### config.mk
export PLATFORM = sky130hd
export DESIGN_NAME = rv32_instr_encoder
export DESIGN_NICKNAME = d
export VERILOG_FILES = /design/src/rtl/rv32_pkg.sv /design/src/rtl/rv32_imm_pack.sv /design/src/rtl/rv32_instr_encoder.sv
export SDC_FILE = /design/constraint.sdc
export NUM_CORES = 1
export LEC_CHECK = 0
export ABC_AREA = 1
export BUFFER_PORTS_ARGS = -buffer_cell sky130_fd_sc_hd__buf_2
export CELL_PAD_IN_SITES_DETAIL_PLACEMENT = 1
export CELL_PAD_IN_SITES_GLOBAL_PLACEMENT = 2
export CORE_UTILIZATION = 24
export DETAILED_ROUTE_END_ITERATION = 12
export GPL_TIMING_DRIVEN = 0
export PLACE_DENSITY_LB_ADDON = 0.1
export SYNTH_ARGS = -nofsm -noshare
export SYNTH_HDL_FRONTEND = slang
export SYNTH_SLANG_ARGS = --single-unit
### constraint.sdc
create_clock -name clk -period 1.84 [get_ports clk]
set_clock_uncertainty 0.15 [all_clocks]
set_input_delay 0.368 -clock clk [delete_from_list [all_inputs] [get_ports clk]]
set_output_delay 0.368 -clock clk [all_outputs]
set_load 0.01 [all_outputs]
### src/rtl/rv32_pkg.sv
// Shared definitions for the RV32I instruction encoder/loader: opcode[6:2]
// selectors, instruction formats, loader states and the selector decode.
package rv32_pkg;

  localparam logic [4:0] SEL_LOAD   = 5'b00000;
  localparam logic [4:0] SEL_OPIMM  = 5'b00100;
  localparam logic [4:0] SEL_AUIPC  = 5'b00101;
  localparam logic [4:0] SEL_STORE  = 5'b01000;
  localparam logic [4:0] SEL_OP     = 5'b01100;
  localparam logic [4:0] SEL_LUI    = 5'b01101;
  localparam logic [4:0] SEL_BRANCH = 5'b11000;
  localparam logic [4:0] SEL_JALR   = 5'b11001;
  localparam logic [4:0] SEL_JAL    = 5'b11011;

  localparam logic [31:0] RV32_NOP = 32'h0000_0013;

  typedef enum logic [2:0] {
    FMT_R,
    FMT_I,
    FMT_S,
    FMT_B,
    FMT_U,
    FMT_J
  } fmt_e;

  typedef enum logic [1:0] {
    ST_LOAD,
    ST_WRITE,
    ST_DONE
  } ld_state_e;

  typedef struct packed {
    logic ok;
    fmt_e fmt;
  } sel_info_t;

  // Maps an opcode[6:2] selector to its format; ok=0 for anything unsupported.
  function automatic sel_info_t sel_info(input logic [4:0] sel);
    sel_info_t r;
    r.ok  = 1'b1;
    r.fmt = FMT_R;
    case (sel)
      SEL_OP:                       r.fmt = FMT_R;
      SEL_LOAD, SEL_OPIMM, SEL_JALR: r.fmt = FMT_I;
      SEL_STORE:                    r.fmt = FMT_S;
      SEL_BRANCH:                   r.fmt = FMT_B;
      SEL_LUI, SEL_AUIPC:           r.fmt = FMT_U;
      SEL_JAL:                      r.fmt = FMT_J;
      default:                      r.ok  = 1'b0;
    endcase
    return r;
  endfunction

endpackage

### src/rtl/rv32_imm_pack.sv
// Scatters a signed immediate into its RV32I bit positions for a given format
// and flags values that are out of range or misaligned for that format.
module rv32_imm_pack
  import rv32_pkg::*;
(
  input  fmt_e               fmt,
  input  logic signed [31:0] imm,
  output logic        [31:0] imm_bits,
  output logic               imm_err
);

  always_comb begin
    imm_bits = 32'd0;
    imm_err  = 1'b0;
    case (fmt)
      FMT_I: begin
        imm_bits = {imm[11:0], 20'd0};
        imm_err  = (imm < -32'sd2048) || (imm > 32'sd2047);
      end
      FMT_S: begin
        imm_bits = {imm[11:5], 13'd0, imm[4:0], 7'd0};
        imm_err  = (imm < -32'sd2048) || (imm > 32'sd2047);
      end
      FMT_B: begin
        imm_bits = {imm[12], imm[10:5], 13'd0, imm[4:1], imm[11], 7'd0};
        imm_err  = (imm < -32'sd4096) || (imm > 32'sd4094) || imm[0];
      end
      FMT_U: begin
        imm_bits = {imm[31:12], 12'd0};
        imm_err  = |imm[11:0];
      end
      FMT_J: begin
        imm_bits = {imm[20], imm[10:1], imm[11], imm[19:12], 12'd0};
        imm_err  = (imm < -32'sd1048576) || (imm > 32'sd1048574) || imm[0];
      end
      default: begin
        imm_bits = 32'd0;
        imm_err  = 1'b0;
      end
    endcase
  end

endmodule

### src/rtl/rv32_instr_encoder.sv
// RV32I field encoder that loads encoded words into instruction memory from
// address 0 while holding the core. Optional checksum: RV32_ENC_CHECKSUM_EN.
module rv32_instr_encoder
  import rv32_pkg::*;
#(
  parameter int DEPTH  = 64,
  parameter int ADDR_W = 6
) (
  input  logic                clk,
  input  logic                rst,
  input  logic                in_valid,
  output logic                in_ready,
  input  logic                in_last,
  input  logic [4:0]          sel,
  input  logic [2:0]          funct3,
  input  logic                funct7b5,
  input  logic [4:0]          rd,
  input  logic [4:0]          rs1,
  input  logic [4:0]          rs2,
  input  logic signed [31:0]  imm,
  input  logic                restart,
  output logic                mem_we,
  output logic [ADDR_W-1:0]   mem_addr,
  output logic [31:0]         mem_wdata,
  output logic                done,
  output logic                cpu_hold,
  output logic                err_unsup,
  output logic                err_imm
`ifdef RV32_ENC_CHECKSUM_EN
  ,
  output logic [31:0]         checksum
`endif
);

  localparam logic [ADDR_W-1:0] LAST_ADDR = ADDR_W'(DEPTH - 1);

  ld_state_e   state, state_nxt;
  sel_info_t   info_p0;
  logic [31:0] imm_bits_p0;
  logic        imm_err_p0;
  logic [31:0] word_p0;
  logic        is_shift_p0;
  logic        last_p1;
  logic        accept;
  logic        at_end;

  rv32_imm_pack u_imm_pack (
    .fmt      (info_p0.fmt),
    .imm      (imm),
    .imm_bits (imm_bits_p0),
    .imm_err  (imm_err_p0)
  );

  // Stage p0: combinational encode of the request fields
  always_comb begin
    info_p0     = sel_info(sel);
    is_shift_p0 = (sel == SEL_OPIMM) && (funct3[1:0] == 2'b01);
    word_p0     = RV32_NOP;
    case (info_p0.fmt)
      FMT_R:
        word_p0 = {1'b0, funct7b5, 5'd0, rs2, rs1, funct3, rd, sel, 2'b11};
      FMT_I:
        if (is_shift_p0)
          word_p0 = {1'b0, funct7b5, 5'd0, imm[4:0], rs1, funct3, rd, sel, 2'b11};
        else
          word_p0 = imm_bits_p0 | {12'd0, rs1, funct3, rd, sel, 2'b11};
      FMT_S, FMT_B:
        word_p0 = imm_bits_p0 | {7'd0, rs2, rs1, funct3, 5'd0, sel, 2'b11};
      default:
        word_p0 = imm_bits_p0 | {20'd0, rd, sel, 2'b11};
    endcase
    if (!info_p0.ok)
      word_p0 = RV32_NOP;
  end

  assign accept = (state == ST_LOAD) && in_valid;
  assign at_end = last_p1 || (mem_addr == LAST_ADDR);

  always_comb begin
    state_nxt = state;
    in_ready  = 1'b0;
    mem_we    = 1'b0;
    done      = 1'b0;
    cpu_hold  = 1'b1;
    case (state)
      ST_LOAD: begin
        in_ready = 1'b1;
        if (in_valid)
          state_nxt = ST_WRITE;
      end
      ST_WRITE: begin
        // a reset landing on the write cycle cancels the strobe
        mem_we    = !rst;
        state_nxt = at_end ? ST_DONE : ST_LOAD;
      end
      ST_DONE: begin
        done     = 1'b1;
        cpu_hold = 1'b0;
        if (restart)
          state_nxt = ST_LOAD;
      end
      default: state_nxt = ST_LOAD;
    endcase
  end

  // Stage p1: registered word, address sequencing and sticky flags
  always_ff @(posedge clk) begin
    if (rst) begin
      state     <= ST_LOAD;
      mem_addr  <= '0;
      mem_wdata <= 32'd0;
      last_p1   <= 1'b0;
      err_unsup <= 1'b0;
      err_imm   <= 1'b0;
    end else begin
      state <= state_nxt;
      if (accept) begin
        mem_wdata <= word_p0;
        last_p1   <= in_last;
        err_unsup <= err_unsup | !info_p0.ok;
        err_imm   <= err_imm | (info_p0.ok & imm_err_p0);
      end
      if (state == ST_WRITE && !at_end)
        mem_addr <= mem_addr + 1'b1;
      if (state == ST_DONE && restart) begin
        mem_addr  <= '0;
        err_unsup <= 1'b0;
        err_imm   <= 1'b0;
      end
    end
  end

`ifdef RV32_ENC_CHECKSUM_EN
  always_ff @(posedge clk) begin
    if (rst)
      checksum <= 32'd0;
    else if (state == ST_DONE && restart)
      checksum <= 32'd0;
    else if (state == ST_WRITE)
      checksum <= checksum + mem_wdata;
  end
`endif

endmodule

## Yosys cells after proc, flatten, opt, wreduce, memory -nomap -nowiden

Cells that the tools add are included.

- Flip-flop bits (word level): 43
- Input port bits: 61
- Output and inout bits: 44
- Word-level logic and storage cells: 77

- $add $sub $neg: 1
- $lt $le $gt $ge: 6
- Equal/unequal tests: 19
- Muxes and demuxes: 15
- Bitwise operators: 6
- Reduce and logical (&&, ||, !) cells: 24

Operator list:

| kind | number |
|---|---|
| case mux 32 bit (5 select lines) | 1 |
| case mux 32 bit (3 select lines) | 1 |
| 2-to-1 mux 32 bit | 2 |
| > comparator 32 x 12 -> 1 bit (second input constant) | 1 |
| > comparator 32 x 13 -> 1 bit (second input constant) | 1 |
| > comparator 32 x 21 -> 1 bit (second input constant) | 1 |
| < comparator 32 x 12 -> 1 bit (second input constant) | 1 |
| < comparator 32 x 13 -> 1 bit (second input constant) | 1 |
| < comparator 32 x 21 -> 1 bit (second input constant) | 1 |
| OR 32 x 12 -> 32 bit | 1 |
| OR 32 x 20 -> 32 bit | 1 |
| OR 32 x 25 -> 32 bit | 1 |
| == test 5 x 4 -> 1 bit (second input constant) | 3 |
| == test 5 bit (second input constant) | 3 |
| case mux 3 bit (5 select lines) | 1 |
| OR reduction 12 bit | 1 |
| == test 5 x 3 -> 1 bit (second input constant) | 2 |
| OR reduction 9 bit | 1 |
| OR reduction 2 bit | 4 |
| adder 6 x 1 -> 6 bit (second input constant) | 1 |
| == test 3 x 2 -> 1 bit (second input constant) | 2 |
| == test 3 bit (second input constant) | 2 |
| == test 6 bit (second input constant) | 1 |
| logical OR 1 bit | 6 |
| other kinds (17) | 31 |

## Logic depth before layout (Yosys ltp)

- Word-level depth: 9
- Gate-level depth with buffers: 13
- Mapped depth without buffers: 13

## Modules after synthesis

A second synthesis with hierarchy kept.

- Cell total of the unflattened synthesis: 506
- Area, all modules: 3041.7 µm²

By module, submodules not included:

| module | instances | cells an instance | area each (µm²) | sequential area each (µm²) |
|---|---|---|---|---|
| rv32_instr_encoder | 1 | 331 | 2225.9 | 840.8 |
| rv32_imm_pack | 1 | 175 | 815.8 | 0.0 |

## Worst setup path after synthesis

No wires, ideal clock.

- Kind: reg2reg
- From: register mem_addr[0]
- To: register mem_addr[5]
- Setup time: 119 ps
- Data arrival time: 1433 ps
- Data required time: 1571 ps
- Path slack: 138 ps
- Cell stages (with the launch flop): 10
- Buffers on the path: 0
- Period minus slack after synthesis: 1702 ps
- Cells stage by stage: dfxtp_1 > ha_1 > nand2_1 > nor3_1 > a21oi_1 > nand2_1 > nor2_1 > nand3_1 > o21ai_0 > a21oi_1

- Cells in the longest elaborated chain, start to end: 4
- Elaborated cells on any way between the ends: 5
- Classes of those cells: add/sub (1); eq/ne (1); reduce/logical (3)

RTL lines:

| element | RTL line | RTL |
|---|---|---|
| start: declaration | rv32_instr_encoder.sv:23 | `output logic [ADDR_W-1:0] mem_addr,` |
| start signal: assignment | rv32_instr_encoder.sv:124 | `mem_addr <= mem_addr + 1'b1;` |
| branches (longest 4 deep; another with adder 6 x 1 -> 6 bit) | - |  |

Parallel ways; which one is timed is not known.
A chain may end at the register's enable or synchronous reset.

## Final worst setup path

- From: input sel[2]
- To: register mem_wdata[18]

- Cells in the longest elaborated chain, start to end: 9
- Elaborated cells on any way between the ends: 29
- Classes of those cells: eq/ne (13); mux (6); bitwise (3); reduce/logical (7)

RTL lines:

| element | RTL line | RTL |
|---|---|---|
| start: declaration | rv32_instr_encoder.sv:14 | `input logic [4:0] sel,` |
| == test 5 x 3 -> 1 bit, or another cell as far along | rv32_pkg.sv:42, rv32_instr_encoder.sv:57 |  |
| OR reduction 3 bit / OR reduction 2 bit (equally long branches) | - |  |
| case mux 3 bit (5 select lines) | rv32_pkg.sv:42 | `case (sel)` |
| == test 3 bit, or another cell as far along | rv32_imm_pack.sv:15 | `case (fmt)` |
| case mux 32 bit (5 select lines) | rv32_imm_pack.sv:15 |  |
| OR 32 x 20 -> 32 bit | rv32_instr_encoder.sv:66 | `word_p0 = imm_bits_p0 \| {12'd0, rs1, funct3, rd, sel, 2'b11};` |
| 2-to-1 mux 32 bit | rv32_instr_encoder.sv:63 | `if (is_shift_p0)` |
| case mux 32 bit (3 select lines) | rv32_instr_encoder.sv:59 | `case (info_p0.fmt)` |
| 2-to-1 mux 32 bit * | rv32_instr_encoder.sv:72 | `if (!info_p0.ok)` |
| end signal: assignment | rv32_instr_encoder.sv:118 | `mem_wdata <= word_p0;` |
| end: declaration | rv32_instr_encoder.sv:24 | `output logic [31:0] mem_wdata,` |

Every way passes the cells marked *; elsewhere a longest branch is shown, timed or not.

==> impl_metrics.toml <==
[run_status]
status = "completed"

[clocking]
cts.clk_slew.worst_paths_ps = 80
cts_tree = "built"
clock_path_buffers = 2
cts_root_buffer = "clkbuf_8"
htree_levels = 2
numCtsBuffers = 5
cts.sinks = 42
clk_latency_ps = 300

[final_layout]
area_growth_pct = 32.64
multi_input_area_mm2 = 0.001514
fillerInstances = 1428
drive_above_1_share_pct = 31.02
finalInstanceArea_mm2 = 0.003493
nets = 593
antenna_cells = 0
register_area_um2 = 842.1
final_cells = 668

[setup_path]
r2r-start = "mem_addr[0]"
crit_required_ps = 1850
startpoint = "sel[2]"
crit_path_max_fanout = 10
worstSetupPathType = "input port to flip-flop"
max_stage_delay_ps = 220
slowest_stage = "nor3_2"
cp_common_cell = "nand2_4"
cp.arrival_ps = 1730
worstPathCellList = "buf_2, inv_2, nand2_1, nor2_4, nand2_4, nand2_4, nor3_2, nand2_2, nand2_4, inv_4, buf_6, nand2_1, a21oi_1"
cp-start-kind = "input port"
cp-end-kind = "flip-flop"

[sta]
setup_tns_ps = 0
finalCritPeriodShare_pct = 93.40
finalWorstSetupSlack_ps = 121.5
hold_viol_final = 0
final-max-slew-violation-count = 0
fin_crit_ps = 1718
setup_viol = 0
relSlewSlack_pct = 62.07
tightest_slew_ps = 568.9
rsz0062_at_grt = "true"
fmax_mhz = 581.9

[synthesis]
seq_area_frac_synth_pct = 31.92
synth_fa_ha_area_share_pct = 0.4751
synth_edf_count = 0
synth_common_cells = "137 x nand2_1, 52 x nor2_1, 51 x inv_1, 42 x dfxtp_1, 30 x a21oi_1"
synth-xor-area-share_pct = 0.3325
synth.most_common_cell = "nand2_1"
synth_compound_area_share_pct = 16.15
synth_area_mm2 = 0.002634
yosys-top-cells-area = "dfxtp_1 32%, nand2_1 20%, nor2_1 7.4%, inv_1 7.3%, a21oi_1 5.7%"
synth_area_per_cell_um2 = 6.331
synthFlopType = "dfxtp_1"
synth_top_area_share_pct = 31.92
yosys.cell_types.count = 43
synthMuxAreaShare_pct = 0
synthSimpleGateAreaFrac_pct = 38.67
ys_ff_latch = 42
yosys.area.top_type = "dfxtp_1"
synthCells = 416
yosysWarnings = 0
async_flop_share_pct = 0
syn_nets = 478
synth_top_family_by_area = "simple AND/OR/NAND/NOR gates"

[global_routing]
grt_max_degree = 14
grt_pass1_wl_um = 15120
grt_pass1_vias = 2985
antenna_found_initial = 1
gr-usage-met3_pct = 3.100
grt_util_met2_pct = 26.08
met1_usage_pct = 24.23
top_usage_layer = "met2"
grt_overflow = 0
grt_usage_pct = 16.88

[floorplan]
die_y_um = 106.8
dieArea_mm2 = 0.01140
initial_utilization_pct = 25.17
rows = 37
die_w_um = 106.8
fp.coreArea_mm2 = 0.01046
io_pins = 105

[placed_design]
place_area_mm2 = 0.003319
portBuffers = 103
place_ws_ps = -265.4
dp.cells = 655
dp.final_hpwl_um = 7970
gp_congestion = 0.8474

[drt]
dr.pass1.iters = 4
drc = 0
routed_wl_um = 9504
ant_nets = 0
drtIter0Drc = 94
wire_per_inst_um = 14.23
route.vias.total = 2991
viasPerCell = 4.478

[power_and_ir_drop]
power_density_mw_per_mm2 = 573.4
total_power_mw = 2.003
leakagePower_nw = 1.697
vdd_drop_max_mv = 0.3333

[hold_path]
min-delay-start = "rst"
hp-class = "input port to flip-flop"

[job]
maxCapViolations = 0
## flip-flops by register name (all words and copies together) (netlist names)
| register | cells |
|---|---|
| last_p1 | 1 |
| err_unsup | 1 |
| err_imm | 1 |
| mem_addr | 6 |
| mem_wdata | 31 |
| state | 2 |
## layout make-up
type / count / share of cell area, %
multi-input cells: 304 / 43.34
flip-flops and latches: 42 / 24.10
repair buffers: 108 / 15.83
inverters: 58 / 6.447
well taps: 136 / 4.871
plain buffers: 12 / 2.937
clock buffers: 6 / 2.077
clock inverters: 2 / 0.3940
## critical path: cells and delay by family
family | cells | cell delay (ps)
AOI/OAI and AO/OA | 1 | 70
buffers and inverters | 4 | 390
and+or+nand+nor | 8 | 880
## per-layer routing
layer | up-vias | wire (um)
met1 | 1350 | 4761
met5 | - | 13
met2 | 66 | 4188
met4 | 2 | 111
met3 | 12 | 430
li1 | 1561 | -
## path summary, 6_finish.rpt
kind / slack (ps) / endpoint / cells after the start
worst min register to register: 310 / mem_wdata[5] / 2
worst max-delay path: 120 / mem_wdata[18] / 13
worst max register to register: 150 / mem_addr[4] / 8
worst min-delay path: 100 / mem_wdata[5] / 2
## cell usage in the layout, fill, tap and decap left out, types with 3 or more instances in the layout
master,instances
o21ai_1,3
a21oi_1,29
nand2_1,135
buf_4,6
nand3_1,17
o22ai_1,6
nor2_1,49
inv_1,50
nand2_2,5
clkbuf_1,4
inv_2,6
nor2_4,3
o211ai_1,4
nor2_2,3
nand2_4,4
buf_6,4
dfxtp_1,41
buf_2,105
nand4_1,7
nor3_1,3
a21oi_2,5
clkbuf_8,5
o21ai_0,8
## logic make-up (layout without fill, tap and decap cells)
family,after synthesis,count (layout)
flops,42,42
buf+inv,70,186
simple gates,235,235
fa+ha+maj,1,1
compound gates,67,67
xor+xnor,1,1
## power breakdown
part	switching (mW)	leakage (nW)	total, mW	internal, mW
logic	0.275	1.31	0.446	0.171
registers	0.0175	0.341	0.955	0.938
clock network	0.334	0.0452	0.602	0.268
total	0.626	1.70	2.00	1.38
## repair_timing
item / in CTS / in global routing
pin swaps: 0 / 2
hold buffers: 0 / 0
gates resized for setup: 2 / 13
gates cloned: 0 / 0
buffers inserted: 0 / 5
setup endpoints to repair: 2 / 34
## metrics by stage
stage,utilization (%),hold WS (ps)
after global routing,33.39,99.09
after CTS,32.61,95.70
after floorplan,-,305.8
after global placement,31.73,289.2
after detailed placement,31.73,298.8
final,33.39,102.3
Note: power is estimated with default switching activity, not from simulation.
